$ cat src/rtl/maze_player_controller.sv
// Player controller for the maze renderer: synchronises the four buttons, auto-repeats held
// ones and moves the player tile through open cells, counting moves and flagging the finish.
module maze_player_controller #(
  parameter int REPEAT_DELAY  = 25_000_000,
  parameter int REPEAT_PERIOD = 5_000_000
) (
  input  logic         clk,
  input  logic         reset,
  input  logic         load,
  input  logic         btn_up,
  input  logic         btn_down,
  input  logic         btn_left,
  input  logic         btn_right,
  input  logic [255:0] path_data,
  input  logic [4:0]   maze_width,
  input  logic [4:0]   maze_height,
  input  logic [4:0]   start_x,
  input  logic [4:0]   start_y,
  input  logic [4:0]   finish_x,
  input  logic [4:0]   finish_y,
  output logic [6:0]   char_x,
  output logic [6:0]   char_y,
  output logic [15:0]  move_count,
  output logic         bump,
  output logic         won
);

  localparam int CW = $clog2(REPEAT_DELAY) + 1;

  typedef enum logic [1:0] {IDLE, PLAY, WON} state_t;

  // Button vectors are ordered {up, down, left, right}, i.e. by descending priority.
  logic [3:0] raw;
  logic [3:0] sync1_reg, sync2_reg, prev_reg;
  logic [3:0] sel;
  logic       any, rise, expire, req;

  logic [CW-1:0] rpt_cnt_reg;
  logic          armed_reg;

  state_t      state_reg, state_next;
  logic [3:0]  cx_reg, cx_next, cy_reg, cy_next;
  logic [15:0] cnt_reg, cnt_next;
  logic        bump_reg, bump_next;

  logic [4:0] tx, ty;
  logic       blocked, legal, at_finish;
  logic       unused_bits;

  assign raw = {btn_up, btn_down, btn_left, btn_right};

  always_ff @(posedge clk or negedge reset) begin
    if (!reset) begin
      sync1_reg <= '0;
      sync2_reg <= '0;
      prev_reg  <= '0;
    end else begin
      sync1_reg <= raw;
      sync2_reg <= sync1_reg;
      prev_reg  <= sync2_reg;
    end
  end

  always_comb begin
    sel = 4'b0000;
    if (sync2_reg[3])      sel = 4'b1000;
    else if (sync2_reg[2]) sel = 4'b0100;
    else if (sync2_reg[1]) sel = 4'b0010;
    else if (sync2_reg[0]) sel = 4'b0001;
  end

  assign any    = |sync2_reg;
  assign rise   = |(sel & ~prev_reg);
  assign expire = armed_reg && any && !rise && (rpt_cnt_reg == CW'(REPEAT_DELAY - 1));
  assign req    = rise || expire;

  // Repeats are only armed by a genuine press edge, so a button held through reset or load
  // never starts moving on its own.
  always_ff @(posedge clk or negedge reset) begin
    if (!reset) begin
      rpt_cnt_reg <= '0;
      armed_reg   <= 1'b0;
    end else if (load || !any) begin
      rpt_cnt_reg <= '0;
      armed_reg   <= 1'b0;
    end else if (rise) begin
      rpt_cnt_reg <= '0;
      armed_reg   <= 1'b1;
    end else if (armed_reg) begin
      if (expire) rpt_cnt_reg <= CW'(REPEAT_DELAY - REPEAT_PERIOD);
      else        rpt_cnt_reg <= rpt_cnt_reg + CW'(1);
    end
  end

  always_comb begin
    tx      = {1'b0, cx_reg};
    ty      = {1'b0, cy_reg};
    blocked = 1'b0;
    if (sel[3]) begin
      blocked = (cy_reg == 4'd0);
      ty      = {1'b0, cy_reg} - 5'd1;
    end else if (sel[2]) begin
      ty      = {1'b0, cy_reg} + 5'd1;
    end else if (sel[1]) begin
      blocked = (cx_reg == 4'd0);
      tx      = {1'b0, cx_reg} - 5'd1;
    end else begin
      tx      = {1'b0, cx_reg} + 5'd1;
    end
  end

  assign legal     = !blocked && (tx < maze_width) && (ty < maze_height) &&
                     path_data[{ty[3:0], tx[3:0]}];
  assign at_finish = ({1'b0, cx_reg} == finish_x) && ({1'b0, cy_reg} == finish_y);

  always_comb begin
    state_next = state_reg;
    cx_next    = cx_reg;
    cy_next    = cy_reg;
    cnt_next   = cnt_reg;
    bump_next  = 1'b0;
    case (state_reg)
      PLAY: begin
        if (at_finish) begin
          state_next = WON;
        end else if (req) begin
          if (legal) begin
            cx_next = tx[3:0];
            cy_next = ty[3:0];
            if (cnt_reg != 16'hFFFF) cnt_next = cnt_reg + 16'd1;
          end else begin
            bump_next = 1'b1;
          end
        end
      end
      IDLE, WON: ;
      default: state_next = IDLE;
    endcase
    if (load) begin
      state_next = PLAY;
      cx_next    = start_x[3:0];
      cy_next    = start_y[3:0];
      cnt_next   = 16'd0;
      bump_next  = 1'b0;
    end
  end

  always_ff @(posedge clk or negedge reset) begin
    if (!reset) begin
      state_reg <= IDLE;
      cx_reg    <= 4'd0;
      cy_reg    <= 4'd0;
      cnt_reg   <= 16'd0;
      bump_reg  <= 1'b0;
    end else begin
      state_reg <= state_next;
      cx_reg    <= cx_next;
      cy_reg    <= cy_next;
      cnt_reg   <= cnt_next;
      bump_reg  <= bump_next;
    end
  end

  // Mazes are at most 16 tiles, so the top coordinate bit of the start tile is never stored.
  assign unused_bits = &{1'b0, start_x[4], start_y[4]};

  assign char_x     = {3'b000, cx_reg};
  assign char_y     = {3'b000, cy_reg};
  assign move_count = cnt_reg;
  assign bump       = bump_reg;
  assign won        = (state_reg == WON);

endmodule

$ cat config.mk
export PLATFORM = sky130hd
export DESIGN_NAME = maze_player_controller
export DESIGN_NICKNAME = d
export VERILOG_FILES = /design/src/rtl/maze_player_controller.sv
export SDC_FILE = /design/constraint.sdc
export NUM_CORES = 1
export LEC_CHECK = 0
export ABC_AREA = 1
export CAP_MARGIN = 20
export CORE_UTILIZATION = 45
export CTS_BUF_LIST = sky130_fd_sc_hd__clkbuf_2
export DETAILED_ROUTE_END_ITERATION = 16
export PLACE_DENSITY = 0.84
export SLEW_MARGIN = 20
export SYNTH_ARGS = -nofsm -noshare
export SYNTH_HDL_FRONTEND = slang
export SYNTH_SLANG_ARGS = --single-unit
export TNS_END_PERCENT = 100
$ cat constraint.sdc
create_clock -name clk -period 5.3 [get_ports clk]
set_clock_uncertainty 0.1 [all_clocks]
set_input_delay 1.59 -clock clk [delete_from_list [all_inputs] [get_ports clk]]
set_output_delay 1.59 -clock clk [all_outputs]
set_load 0.01 [all_outputs]
# Yosys cells after proc, flatten, opt, wreduce, memory -nomap -nowiden
# Index checks and enable logic that the tools add are counted.
dict set report classes {
  n_addsub 6
  magnitude_cmp 3
  n_eq_ne 9
  n_mux 44
  n_bitwise 2
  reduce_logical 27
}
# op count
set op_table {}
lappend op_table {{2-to-1 mux 26 bit} 4}
lappend op_table {{2-to-1 mux 16 bit} 6}
lappend op_table {{2-to-1 mux 4 bit} 11}
lappend op_table {{adder 26 x 1 -> 26 bit, second input constant} 1}
lappend op_table {{== test 26 x 25 -> 1 bit, second input constant} 1}
lappend op_table {{2-to-1 mux 5 bit} 5}
lappend op_table {{adder 16 x 1 -> 16 bit, second input constant} 1}
lappend op_table {{inequality test 16 bit, second input constant} 1}
lappend op_table {{2-to-1 mux 1 bit} 12}
lappend op_table {{adder 4 x 1 -> 5 bit, second input constant} 2}
lappend op_table {{== test 4 x 5 -> 1 bit} 2}
lappend op_table {{< comparator 5 bit} 2}
lappend op_table {{nonzero test 2 bit} 5}
lappend op_table {{subtractor 4 x 1 -> 5 bit, second input constant} 2}
lappend op_table {{< comparator 8 x 9 -> 1 bit, second input constant} 1}
lappend op_table {{binary-select mux 1 bit (select 8 bit)} 1}
lappend op_table {{logical NOT 4 bit} 2}
lappend op_table {{OR reduction 4 bit} 2}
lappend op_table {{logical AND 1 bit} 7}
lappend op_table {{2-to-1 mux 2 bit} 3}
lappend op_table {{AND reduction 5 bit} 1}
lappend op_table {{bitwise AND 4 bit} 1}
lappend op_table {{inequality test 2 bit, second input constant} 2}
lappend op_table {{inverter 4 bit} 1}
lappend op_table {{12 further kinds} 15}
dict set report word_totals {
  register_bits 66
  output_inout_bits 32
  elab_cells 101
}

# Longest topological paths before layout
# Gate-level depths: netlist of the first run.
dict set report logic_depth {
  ltp_word 16
  depth_mapped 28
  mapped_depth_nobuf 25
}

# Worst setup path before layout of the first run
# OpenSTA, ideal clock, no wires.
dict set report synth_timing {
  kind {flip-flop to flip-flop}
  from {register sync2_reg[3]}
  to {register cnt_reg[6], in the netlist move_count[6]}
  setup_time_ps 118
  arrival_time_ps 3110
  setup_slack_ps 1972
  path_stages_with_launch 22
  n_path_buf 4
  synth_period_minus_slack_ps 3328
  path_cell_list {dfrtp_1 -> nor2_4 -> buf_8 -> nand2_4 -> nand2_1 -> nand2_1 -> inv_1 -> ha_1 -> nand2_1 -> o21ai_2 -> buf_6 -> buf_2 -> ha_1 -> a21oi_1 -> nor2_1 -> o21ai_1 -> a21boi_1 -> nor4_4 -> nand4_2 -> buf_2 -> nand3_1 -> nand2_1}
}
dict set report synth_between {
  elab_chain_cells 10
  elab_cells_between_ends 28
  classes_between {2 x order compare; 11 x mux; 1 x bitwise; 14 x reduce/logical}
}
# item line
set synth_lines {}
lappend synth_lines {{from (decl)} 34} ;# logic [3:0] sync1_reg, sync2_reg, prev_reg;
lappend synth_lines {{from (signal assigned)} 59} ;# sync2_reg <= sync1_reg;
lappend synth_lines {{branches (longest 9 deep; another with binary-select mux 1 bit (select 8 bit))} --}
lappend synth_lines {{AND reduction 5 bit (no source line) *} --}
lappend synth_lines {{to (signal assigned)} 159} ;# cnt_reg <= cnt_next;
lappend synth_lines {{to (decl)} 43} ;# logic [15:0] cnt_reg, cnt_next;
# Mark *: on every way between the ends. The select of a mux whose other input is x is not followed.
# A chain may end at the register's enable or synchronous reset.

# Worst setup path after layout of the first run
dict set report layout_timing {
  from {register sync2_reg[3]}
  to {register cnt_reg[3], in the netlist move_count[3]}
}
# Same word-level chain as after synthesis.

==> run summary, run 1 <==
top cell type's share of synthesized area - 0.230
Critical Path AT - 4.80 ns
clock sinks - 66
first-pass GRT wire length - 42,000 µm
#FFs+latches synth - 66
fin crit share - 0.841
Final GP Congestion - 0.932
Setup crit start kind - flop
core area - 16,100 µm²
Top FF cell, synth - dfrtp_1
root buf cell - clkbuf_2
Post-CTS Setup Inserts - 0
setup tns final - 0 ns
Initial Utilization - 0.465
post-DP HPWL - 21,000 µm
DR WL/cell - 15.5 µm
Syn. warnings - 0
DP Area - 10,600 µm²
Leakage Power - 5.18 nW
cell area after layout - 10,700 µm²
Placed Instances - 1,738
drt pass-1 iters - 6
vias in the first global route - 8,428
DRC viols - 0
later-pin clock latency in the skew report - 0.55 ns
Final min period - 4.46 ns
HP Class - flop to flop
Post-synth ARST share - 1.00
Critical Path RT - 5.64 ns
Die Wd - 131 µm
setup violators final - 0
Routed Antenna Nets - 0
top-count cell post-synth - nand2_1
Critical Path End Type - flop
GRT Total Usage - 0.314
status - finished, final reports clean
Mapped Area - 7470 µm²
GRT Residual Overflow - 0
total power - 0.00368 W
share of layout cells above drive strength 1 - 0.0390
Max Clk Rate - 224 MHz
fin. max-slew vios - 0
Hold Vio Cnt, Final - 0
via count - 9,219
Syn Area/Cell - 5.91 µm²
Vias/cell - 5.25
Clock Tree Buf Depth - 2
Area growth, synth to finish - 43.0%
Post-CTS Hold Fix Bufs - 0
CP Class - flop to flop
# rows - 46
max-cap viol count - 0
number of port buffers - 316
nets - 1,840
slew margin rel. - 0.438
DRT iter0 DRCs - 620
H-tree Lvls - 3
synth top area cells - nand2_1, dfrtp_1, nand3_1
largest net degree at the start of global routing - 142
Largest register FFs - 26
Synth area leader - nand2_1
CTS Buf Count - 9
library cells used by synthesis - 50
Synth top cells by count - nand2_1, nand3_1, inv_1
Ports - 325
Post-synth EDFFs - 0
PostCTS Resize Cnt - 0
fin cells - 1,756
cells after synthesis - 1,265
Routed WL - 27,300 µm
Hold WS - 0.283 ns
CTS tree - done
Least-Margin Pin Slew - 0.844 ns
Die Height - 131 µm
CP max FO - 34
Reg clk slew, reported paths - 0.18 ns
Power Dens Cells - 345 nW/µm²
initial antenna violation count - 2
sequential area share after synthesis - 0.221
die area - 17,100 µm²
RSZ-0062 raised after global routing - false
IR drop worst, VDD - 0.000226 V
## report_power, final
| part | switching (W) | leakage, nW | internal, W |
|---|---|---|---|
| combinational | 0.00175 | 4.24 | 0.000993 |
| sequential | 0.0000871 | 0.874 | 0.000544 |
| clock | 0.000196 | 0.0697 | 0.000108 |
| total | 0.00204 | 5.18 | 0.00164 |
## metal layers
layer	routed length (µm)	track usage	vias to the layer above	part of all wire
met5	0	0	-	0
met4	1250	0.159	0	0.046
met3	2050	0.0607	87	0.075
met2	12600	0.520	378	0.46
met1	11400	0.389	4142	0.42
li1	-	-	4612	-
## cells in the final DEF, fill, tap and decap left out, types with 8 or more instances in the layout
master,n
buf_4,11
clkbuf_2,9
clkdlybuf4s50_1,315
dfrtp_1,66
ha_1,14
inv_1,141
nand2_1,458
nand3_1,270
nand3b_1,15
nand4_1,8
nor2_1,32
nor3_1,20
nor4_1,8
o211ai_1,11
o21ai_0,30
o22ai_1,14
xor2_1,33
## worst paths after layout
| path | from | endpoint | slack, ns | cells past startpoint |
|---|---|---|---|---|
| setup / recovery | sync2_reg[3] | move_count[3] | 0.84 | 21 |
| hold / removal | sync1_reg[1] | sync2_reg[1] | 0.28 | 0 |
| setup reg to reg | sync2_reg[3] | move_count[3] | 0.84 | 21 |
| hold reg to reg | sync1_reg[1] | sync2_reg[1] | 0.28 | 0 |
| max in group asynchronous | reset | sync2_reg[3] | 3.17 | 2 |
| min in group asynchronous | reset | move_count[13] | 1.00 | 1 |
## cell families (layout without fill, tap and decap cells)
kind of cell               after synthesis  count (layout)  synth area share
DFF                                     66              66             0.221
AOI/OAI and AO/OA                       82              82            0.0676
buffers and inverters                  226             494             0.138
other                                    1               8          0.000502
and+or+nand+nor                        837             837             0.504
xor gates and xnor gates                39              39            0.0457
adders and majority gates               14              14            0.0234
## area by class of cell
class	count	area (µm²)
Timing Repair Buffer	328	3260
Clock inverter	7	68.8
Antenna cell	2	5.00
Inverter	150	566
Tap cell	216	270
Clock buffer	9	45.0
Multi-Input combinational cell	978	4820
Fill cell	1451	5370
Sequential cell	66	1650
## stage by stage
step / worst slack [ns] / utilization
final: 0.840 / 0.665
after global routing: 0.497 / 0.665
after CTS: 0.842 / 0.665
after detailed placement: 0.880 / 0.658
after global placement: 0.974 / 0.658
after floorplan: 1.97 / -
## worst max-delay path: stages (launching register included)
cell and delay [ns]:
dfrtp_1 0.51, nor2_4 0.42, nand2_4 0.14, nand2_1 0.11
nand2_1 0.07, inv_1 0.05, ha_1 0.12, inv_1 0.04
nand2_1 0.13, inv_2 0.05, nand2_2 0.07, nand3_4 0.32
nand2_4 0.47, ha_1 0.31, inv_1 0.05, nor2_1 0.04
o21ai_1 0.11, a21boi_1 0.12, nor4_4 0.36, nand4_2 0.46
nand3_1 0.20, nand2_1 0.07
(Power assumes the default switching activity.)
==> run 2, diff against run 1 <==
CORE_UTILIZATION = 44   (was 45)
PLACE_DENSITY = 0.82   (was 0.84)
clock period = 4.2 ns   (was 5.3 ns; I/O delays follow)
==> run summary, run 2 (synthesized netlist as in run 1, its figures left out) <==
commonest non-fill, non-tap cells in the layout - nand2_1, clkdlybuf4s50_1, nand3_1
Critical Path AT - 4.15 ns
total power - 0.00465 W
status - finished, final reports clean
GRT Residual Overflow - 0
Clock Tree Buf Depth - 2
DRC viols - 0
root buf cell - clkbuf_2
PostCTS Resize Cnt - 0
Initial Utilization - 0.451
Post-CTS Hold Fix Bufs - 0
H-tree Lvls - 3
clock sinks - 66
slew margin rel. - 0.522
nets - 1,849
Routed Antenna Nets - 0
share of layout cells above drive strength 1 - 0.0446
GRT Total Usage - 0.308
die area - 17,500 µm²
# rows - 47
Setup crit start kind - flop
Die Height - 132 µm
via count - 9,285
Hold Vio Cnt, Final - 0
CTS tree - done
fin. max-slew vios - 0
Leakage Power - 5.23 nW
GRT busiest layer - met2
number of port buffers - 316
setup tns final - 0 ns
Max Clk Rate - 260 MHz
DR WL/cell - 15.5 µm
Reg clk slew, reported paths - 0.19 ns
CTS Buf Count - 9
most common cell after layout, fill and taps aside - nand2_1
Die Wd - 132 µm
first-pass GRT wire length - 43,400 µm
final core utilization - 0.649
Ports - 325
initial antenna violation count - 1
met2 usage - 0.516
Least-Margin Pin Slew - 0.718 ns
Power Dens Cells - 432 nW/µm²
Hold WS - 0.280 ns
DRT iter0 DRCs - 602
CP max FO - 30
post-DP HPWL - 21,400 µm
setup violators final - 0
Area growth, synth to finish - 44.0%
Critical Path RT - 4.50 ns
largest net degree at the start of global routing - 142
core area - 16,600 µm²
drt pass-1 iters - 6
grt met3 use - 0.0607
fin crit share - 0.915
CP Class - flop to flop
Largest register FFs - 26
IR drop worst, VDD - 0.000341 V
routing usage on met1 - 0.393
RSZ-0062 raised after global routing - false
later-pin clock latency in the skew report - 0.52 ns
HP Class - flop to flop
Vias/cell - 5.25
Post-CTS Setup Inserts - 0
max-cap viol count - 0
Final GP Congestion - 0.944
fin cells - 1,768
Critical Path End Type - flop
Final min period - 3.84 ns
vias in the first global route - 8,497
Placed Instances - 1,751
Routed WL - 27,500 µm
## run 2: cell types whose count changed in the layout (fill, tap and decap cells not counted)
cell	before	now
diode_2	2	1
bufinv_16	1	0
clkbuf_2	9	10
buf_4	11	17
inv_6	1	0
clkinv_4	1	0
clkinv_2	2	3
buf_12	1	4
clkinvlp_4	1	2
## run 2: worst paths after layout
path                               from            end  slack [ns]  cells past startpoint
setup / recovery           sync2_reg[3]  move_count[9]        0.36                     23
hold / removal             sync1_reg[1]   sync2_reg[1]        0.28                      0
setup reg to reg           sync2_reg[3]  move_count[9]        0.36                     23
hold reg to reg            sync1_reg[1]   sync2_reg[1]        0.28                      0
max in group asynchronous         reset    prev_reg[1]        2.66                      2
min in group asynchronous         reset  move_count[2]        0.65                      1
## run 2: routing by layer
| layer | wire length (µm) | share of wire |
|---|---|---|
| met5 | 0 | 0 |
| met1 | 11600 | 0.42 |
| met4 | 910 | 0.033 |
| met2 | 12700 | 0.46 |
| met3 | 2200 | 0.080 |
## run 2: critical path: stages, from the launching register on
cell	delay [ns]
dfrtp_1	0.52
nor2_4	0.19
nand2_4	0.09
nand2_1	0.09
nand2_1	0.09
inv_1	0.06
ha_1	0.21
nand2_1	0.10
o21ai_4	0.09
inv_2	0.38
buf_12	0.25
o211ai_1	0.11
nand2_1	0.10
nand2_1	0.05
nand2_1	0.09
nand3_1	0.11
nand3_1	0.11
nand3_1	0.07
nand3_1	0.07
nand2_1	0.10
nand2_2	0.11
nand4_2	0.37
nand3_1	0.21
nand2_1	0.07
## run 2: layout make-up
class                      count  area [µm²]
clock inverter                 6        33.8
sequential                    66        1650
antenna                        1        2.50
timing repair buffer         337        3370
inverter                     150         566
fill                        1566        5820
tap                          220         275
clock buffer                  10        50.0
multi-input combinational    978        4820
## run 2: per-stage QoR
| stage | area (µm²) | setup WS (ns) |
|---|---|---|
| 2_1_floorplan | 7490 | 0.872 |
| 3_3_place_gp | 10700 | 0.304 |
| 3_5_place_dp | 10700 | 0.285 |
| 4_1_cts | 10800 | 0.391 |
| 5_1_grt | 10800 | 0.0781 |
| 6_report | 10800 | 0.356 |
## run 2: power breakdown
| group | leakage, nW | switching, W | total, W | internal, W |
|---|---|---|---|---|
| Clock | 0.0551 | 0.000231 | 0.000306 | 0.0000749 |
| Combinational | 4.30 | 0.00223 | 0.00355 | 0.00132 |
| Sequential | 0.874 | 0.000107 | 0.000794 | 0.000687 |
